$ cat src/rtl/usb_pkg.sv
// Shared constants and helpers for the USB receive-path blocks.
package usb_pkg;

  localparam int USB_STUFF_LIMIT = 6;
  localparam int USB_WORD_W      = 8;

  // Ceiling log2, usable in constant expressions for port widths.
  function automatic int clog2(input int value);
    int result;
    result = 0;
    for (int i = 0; i < 32; i++) begin
      if ((1 << i) < value) begin
        result = i + 1;
      end
    end
    return result;
  endfunction

endpackage

$ cat src/rtl/usb_bit_unstuffer.sv
// USB bit-unstuffer: counts consecutive sampled 1s, drops the stuffed 0 after six
// of them and flags a seventh 1 as a violation on the same edge it is sampled.
module usb_bit_unstuffer
  import usb_pkg::*;
(
  input  logic clk,
  input  logic rst,
  input  logic select_pin,
  input  logic bit_valid,
  input  logic serial_in,
  output logic bit_accept,
  output logic stuff_err
);

  logic [2:0] ones_count;
  logic       sample;
  logic       at_limit;

  // stuff_err is combinational so the deserializer can discard its partial word
  // on the very edge the violating bit is sampled.
  always_comb begin
    sample     = select_pin & bit_valid;
    at_limit   = (ones_count == 3'(USB_STUFF_LIMIT));
    bit_accept = sample & ~at_limit;
    stuff_err  = sample & at_limit & serial_in;
  end

  always_ff @(posedge clk) begin
    if (rst) begin
      ones_count <= '0;
    end else if (!select_pin) begin
      ones_count <= '0;
    end else if (bit_valid) begin
      if (at_limit || !serial_in) begin
        ones_count <= '0;
      end else begin
        ones_count <= ones_count + 3'd1;
      end
    end
  end

endmodule

$ cat src/rtl/usb_sipo_deser.sv
// Parametrised USB receive deserializer with a valid/ready holding register.
// Define USB_BIT_UNSTUFF_EN to include bit-unstuffing and stuff-error detection.
module usb_sipo_deser
  import usb_pkg::*;
#(
  parameter int WIDTH     = USB_WORD_W,
  parameter bit LSB_FIRST = 1'b1
) (
  input  logic                    clk,
  input  logic                    rst,
  input  logic                    serial_in,
  input  logic                    bit_valid,
  input  logic                    select_pin,
  output logic [WIDTH-1:0]        parallel_out,
  output logic                    word_valid,
  input  logic                    word_ready,
  output logic [clog2(WIDTH):0]   bit_count,
  output logic                    overrun,
  output logic                    stuff_err
);

  localparam int CW = clog2(WIDTH) + 1;

  logic             bit_accept;
  logic             stuff_hit;
  logic [WIDTH-1:0] shift_reg;
  logic [WIDTH-1:0] shifted;
  logic             complete;
  logic             can_load;

`ifdef USB_BIT_UNSTUFF_EN
  usb_bit_unstuffer u_unstuffer (
    .clk        (clk),
    .rst        (rst),
    .select_pin (select_pin),
    .bit_valid  (bit_valid),
    .serial_in  (serial_in),
    .bit_accept (bit_accept),
    .stuff_err  (stuff_hit)
  );
`else
  assign bit_accept = select_pin & bit_valid;
  assign stuff_hit  = 1'b0;
`endif

  // shifted is the register contents including the bit on this edge, so the
  // completed word can be loaded straight into the holding register.
  always_comb begin
    shifted = shift_reg;
    if (LSB_FIRST) begin
      shifted = {serial_in, shift_reg[WIDTH-1:1]};
    end else begin
      shifted = {shift_reg[WIDTH-2:0], serial_in};
    end
    complete = bit_accept && (bit_count == CW'(WIDTH - 1));
    can_load = !word_valid || word_ready;
  end

  always_ff @(posedge clk) begin
    if (rst) begin
      shift_reg    <= '0;
      bit_count    <= '0;
      parallel_out <= '0;
      word_valid   <= 1'b0;
      overrun      <= 1'b0;
      stuff_err    <= 1'b0;
    end else begin
      overrun   <= complete && !can_load;
      stuff_err <= stuff_hit;

      if (!select_pin || stuff_hit) begin
        shift_reg <= '0;
        bit_count <= '0;
      end else if (bit_accept) begin
        if (complete) begin
          shift_reg <= '0;
          bit_count <= '0;
        end else begin
          shift_reg <= shifted;
          bit_count <= bit_count + 1'b1;
        end
      end

      // A completed word wins over a plain consume when both happen together.
      if (complete && can_load) begin
        parallel_out <= shifted;
        word_valid   <= 1'b1;
      end else if (word_valid && word_ready) begin
        word_valid <= 1'b0;
      end
    end
  end

endmodule
$ cat config.mk
export PLATFORM = sky130hd
export DESIGN_NAME = usb_sipo_deser
export DESIGN_NICKNAME = d
export VERILOG_FILES = /design/src/rtl/usb_pkg.sv /design/src/rtl/usb_bit_unstuffer.sv /design/src/rtl/usb_sipo_deser.sv
export SDC_FILE = /design/constraint.sdc
export NUM_CORES = 1
export LEC_CHECK = 0
export ABC_AREA = 1
export BUFFER_PORTS_ARGS = -buffer_cell sky130_fd_sc_hd__buf_2
export CORE_UTILIZATION = 24
export DETAILED_ROUTE_END_ITERATION = 10
export GPL_TIMING_DRIVEN = 0
export PLACE_DENSITY = 0.44
export SETUP_SLACK_MARGIN = 0.02
export SLEW_MARGIN = 20
export SYNTH_ARGS = -nofsm -noshare
export SYNTH_HDL_FRONTEND = slang
export SYNTH_SLANG_ARGS = --single-unit
$ cat constraint.sdc
create_clock -name clk -period 5 [get_ports clk]
set_clock_uncertainty 0.1 [all_clocks]
set_input_delay 1 -clock clk [delete_from_list [all_inputs] [get_ports clk]]
set_output_delay 1 -clock clk [all_outputs]
set_load 0.05 [all_outputs]
# Word-level counts from Yosys, hierarchy flattened
# Index checks and enable logic that the tools add are counted.
[word_totals]
word_cells = 22
ff_bits = 51
inputBits = 6
out_inout_bits = 44
[classes]
n_eq_ne = 1
mux = 4
reduce_logical = 9
add_sub_neg = 1
bitwise = 2
[ops]
columns = ["op", "count"]
rows = [
  ["33-bit by 1-bit adder with 33-bit output, second input constant", 1],
  ["33-bit by 3-bit equality test with 1-bit output, second input constant", 1],
  ["33-bit 2-to-1 mux", 1],
  ["8-bit 2-to-1 mux", 1],
  ["1-bit logical AND", 4],
  ["1-bit logical NOT", 2],
  ["1-bit 2-to-1 mux", 2],
  ["2-bit nonzero test", 1],
  ["2-bit OR reduction", 1],
  ["1-bit AND", 1],
  ["1-bit logical OR", 1],
  ["1-bit inverter", 1],
]

# Logic depth before layout (Yosys ltp)
[logic_depth]
depth_word = 4
ltp_mapped = 11
depth_no_buf = 10

# Least setup slack after synthesis
# Ideal clock, no wire load.
[synth_timing]
path_type = "input-to-reg"
start = "input port select_pin"
end = "register bit_count[18]"
required_ns = 4.783
setup_time_ns = 0.117
path_slack_ns = 2.909
t_arrival_ns = 1.874
stages = 10
path_buffers = 1
cell_sequence = "nand2_2 clkinv_2 nand2_1 nor2_2 nand3_2 nor2_8 nor2_4 buf_6 nand2_1 nor2_1"
[synth_via]
elab_chain_cells = 3
word_cells_on_any_way = 5
classes_between = "1 x mux; 2 x bitwise; 2 x reduce/logical"
[synth_lines]
columns = ["element", "line_no", "rtl"]
rows = [
  ["start: declaration", "usb_sipo_deser.sv:13", "input logic select_pin,"],
  ["1-bit AND", "usb_sipo_deser.sv:42", "assign bit_accept = select_pin & bit_valid;"],
  ["1-bit logical AND", "usb_sipo_deser.sv:55", "complete = bit_accept && (bit_count == CW'(WIDTH - 1));"],
  ["33-bit 2-to-1 mux", "usb_sipo_deser.sv:75", "if (complete) begin"],
  ["end signal: assignment", "usb_sipo_deser.sv:80", "bit_count <= bit_count + 1'b1;"],
  ["end: declaration", "usb_sipo_deser.sv:17", "output logic [clog2(WIDTH):0] bit_count,"],
]
# Several ways; a longest one is shown, not always the timed one.
# A chain may end at the register's enable or synchronous reset.

# Worst setup path in the final report
[layout_timing]
start = "input port bit_valid"
end = "register bit_count[31]"
[layout_via]
elab_chain_cells = 3
[layout_lines]
columns = ["element", "line_no", "rtl"]
rows = [
  ["start: declaration", "usb_sipo_deser.sv:12", "input logic bit_valid,"],
  ["1-bit AND *", "usb_sipo_deser.sv:42", ""],
  ["1-bit logical AND", "usb_sipo_deser.sv:55", ""],
  ["33-bit 2-to-1 mux", "usb_sipo_deser.sv:75", ""],
]
# Mark *: on every way between the ends. The rest lies on a longest branch, timed or not.

==> impl_metrics.toml <==
[outcome]
status = "complete, no violations"

[global_route]
grt_pass1_wl_mm = 12.8
grt_antenna_before_repair = 0
first_global_vias = 2615
grt_max_degree = 15
grt_usage_pct = 14.0
grt-ovfl-total = 0

[floorplanning]
fp.dieArea_um2 = 11800
start_util_pct = 24.9
die_h_um = 108
io_pins = 50
coreArea_um2 = 10900
fp.dieW_um = 108
rows = 38

[clock_tree]
post-cts-setup-buffers = 0
clockRootBuffer = "clkbuf_16"
insertion_delay_ns = 0.29
cts_sinks = 50
cts_hold_buffers = 0
post_cts_resized = 0
path_clk_slew_ns = 0.07
htree_levels = 2
cts_tree = "built"
cts.path.max_buffers = 2
cts_buffers = 5

[synthesis]
synth_cells = 425
synthFlopType = "dfxtp_1"
ys_types = 36
synthTopCellsByArea = "dfxtp_1 37%, nand2_1 16%, nor2_1 15%, inv_1 5.7%, nand3_1 3.5%"
synth_top_area_cell = "dfxtp_1"
synth_top_area_share_pct = 36.8
yosys_warnings = 0
synth-seq-cells = 50
synth_area_um2 = 2720
syn_area_per_cell_um2 = 6.40
syn_nets = 432
yosysMostFrequentCell = "nand2_1"
seq_area_frac_synth_pct = 36.8
synthTopCellsByCount = "117 x nand2_1, 106 x nor2_1, 50 x dfxtp_1"
synthArstFlopShare_pct = 0
synth_edf_count = 0

[sta]
finalCriticalPeriod_ns = 2.27
finalSetupTns_ns = 0
hold_viol = 0
setup_viol = 0
relSlewSlack_pct = 66.3
fmax_ghz = 0.441
worstMarginPinSlew_ns = 0.505
rsz0062_at_grt = "false"
finalCritPeriodShare_pct = 45.4
maxSlewViolCount = 0

[drt]
dr.pass1.iters = 4
wire_per_inst_um = 12.4
num_vias = 2718
drtIter0Drc = 135
via_per_inst = 4.38
postRouteAntennaNets = 0
drc = 0
route.final.wire_length_mm = 7.67

[setup_path]
worstRegToRegCells = 10
rrSetupSlack_ns = 3.10
required_ns = 5.13
crit_path_end_kind = "register"
cp.arrival_ns = 2.40
worstSetupStartpointType = "input port"
worst-setup-path-type = "input port to register"
path_max_fanout = 10
r2r_end = "bit_count[28]"
timing.rr.start = "bit_count[0]"
startpoint = "bit_valid"

[worst_hold_path]
hold_depth = 2
worstHoldEndpoint = "shift_reg[1]"
hold_start = "shift_reg[1]"
hold_class = "register to register"

[layout]
fin_cells = 620
syn_to_final_growth_pct = 21.5
n_fill_cell = 1249
fin_nets = 487
finalInstanceArea_um2 = 3300
largest_reg_flops = 33
multi_input_area_um2 = 1490
regArea_um2 = 1000
antenna_cells = 0
drive_gt1_share_pct = 18.1
finish.utilization_pct = 30.2

[place]
dp.cells = 613
postPlaceCellArea_um2 = 3140
hpwl_mm = 5.94
port_buffers = 48
gp_congestion = 0.800

[pwr]
ir_worst_vdd_mv = 0.120
power.total_uw = 830
leakage_nw = 1.43
powerDensity_nw_per_um2 = 251

[flow_run]
max-cap-violations = 0
-- stage by stage --
stage | hold WS (ns) | setup WS [ns]
floorplan | 0.328 | 2.91
global placement | 0.350 | 2.38
detailed placement | 0.362 | 2.39
CTS | 0.380 | 2.70
global route | 0.412 | 2.58
finish | 0.370 | 2.73
-- logic make-up (layout without fill, tap and decap cells) --
kind of cell	after synthesis	in the layout	share of synthesized area [%]
flip-flops	50	50	36.8
XOR/XNOR	8	8	2.58
buffers and inverters	53	108	8.37
adder cells (fa/ha/maj)	1	1	0.460
AO/OA/AOI/OAI	30	30	6.67
other	1	1	0.138
AND/OR/NAND/NOR	282	282	45.0
-- cell usage in the layout, fill, tap and decap left out, types with 2 or more instances in the layout --
cell,n
nand2_1,117
nand3_1,19
inv_2,4
buf_4,2
xor2_1,5
dfxtp_1,50
nand2_4,2
a21oi_1,17
o21ai_0,4
clkbuf_1,2
nand4_1,14
o21ai_2,7
inv_1,41
nor2_4,3
clkbuf_16,5
nor2_2,5
nor2_1,106
nor3_1,6
buf_2,49
xnor2_1,3
-- final cells by class --
cell class,count,area share [%]
buffer,7,1.63
clock buffer,6,4.20
clock inverter,1,0.909
inverter,46,5.26
multi-input combinational,322,45.1
sequential,50,30.3
tap,140,5.30
timing repair buffer,48,7.27
-- worst max-delay path: stages --
cell,delay [ns]
buf_2,0.12
nand2_2,0.23
clkinv_2,0.15
nand2_1,0.10
nor2_2,0.04
nand3_2,0.14
nor2_8,0.07
nor2_4,0.22
buf_6,0.18
nand2_1,0.05
nor2_1,0.07
-- layer usage --
layer	vias to the layer above	share of wire, %	GRT usage [%]
met5	-	0	0
met4	0	0.99	3.76
li1	1437	-	-
met3	7	3.6	2.29
met1	1221	50	18.7
met2	53	45	23.3
-- worst max path at each step --
stage                         end  slack (ns)  cells after the start
finish              bit_count[31]        2.73                     11
global route        bit_count[18]        2.58                     11
CTS                 bit_count[23]        2.70                     11
detailed placement  bit_count[23]        2.39                     11
global placement    bit_count[21]        2.38                     11
floorplan           bit_count[18]        2.91                     10
-- power breakdown --
group	internal, mW	leakage [nW]	switching [mW]	total, mW
Sequential	0.398	0.403	0.000495	0.399
Clock	0.247	0.0829	0.152	0.399
Combinational	0.00903	0.947	0.0229	0.0320
Power figures use the tool's default switching activity.
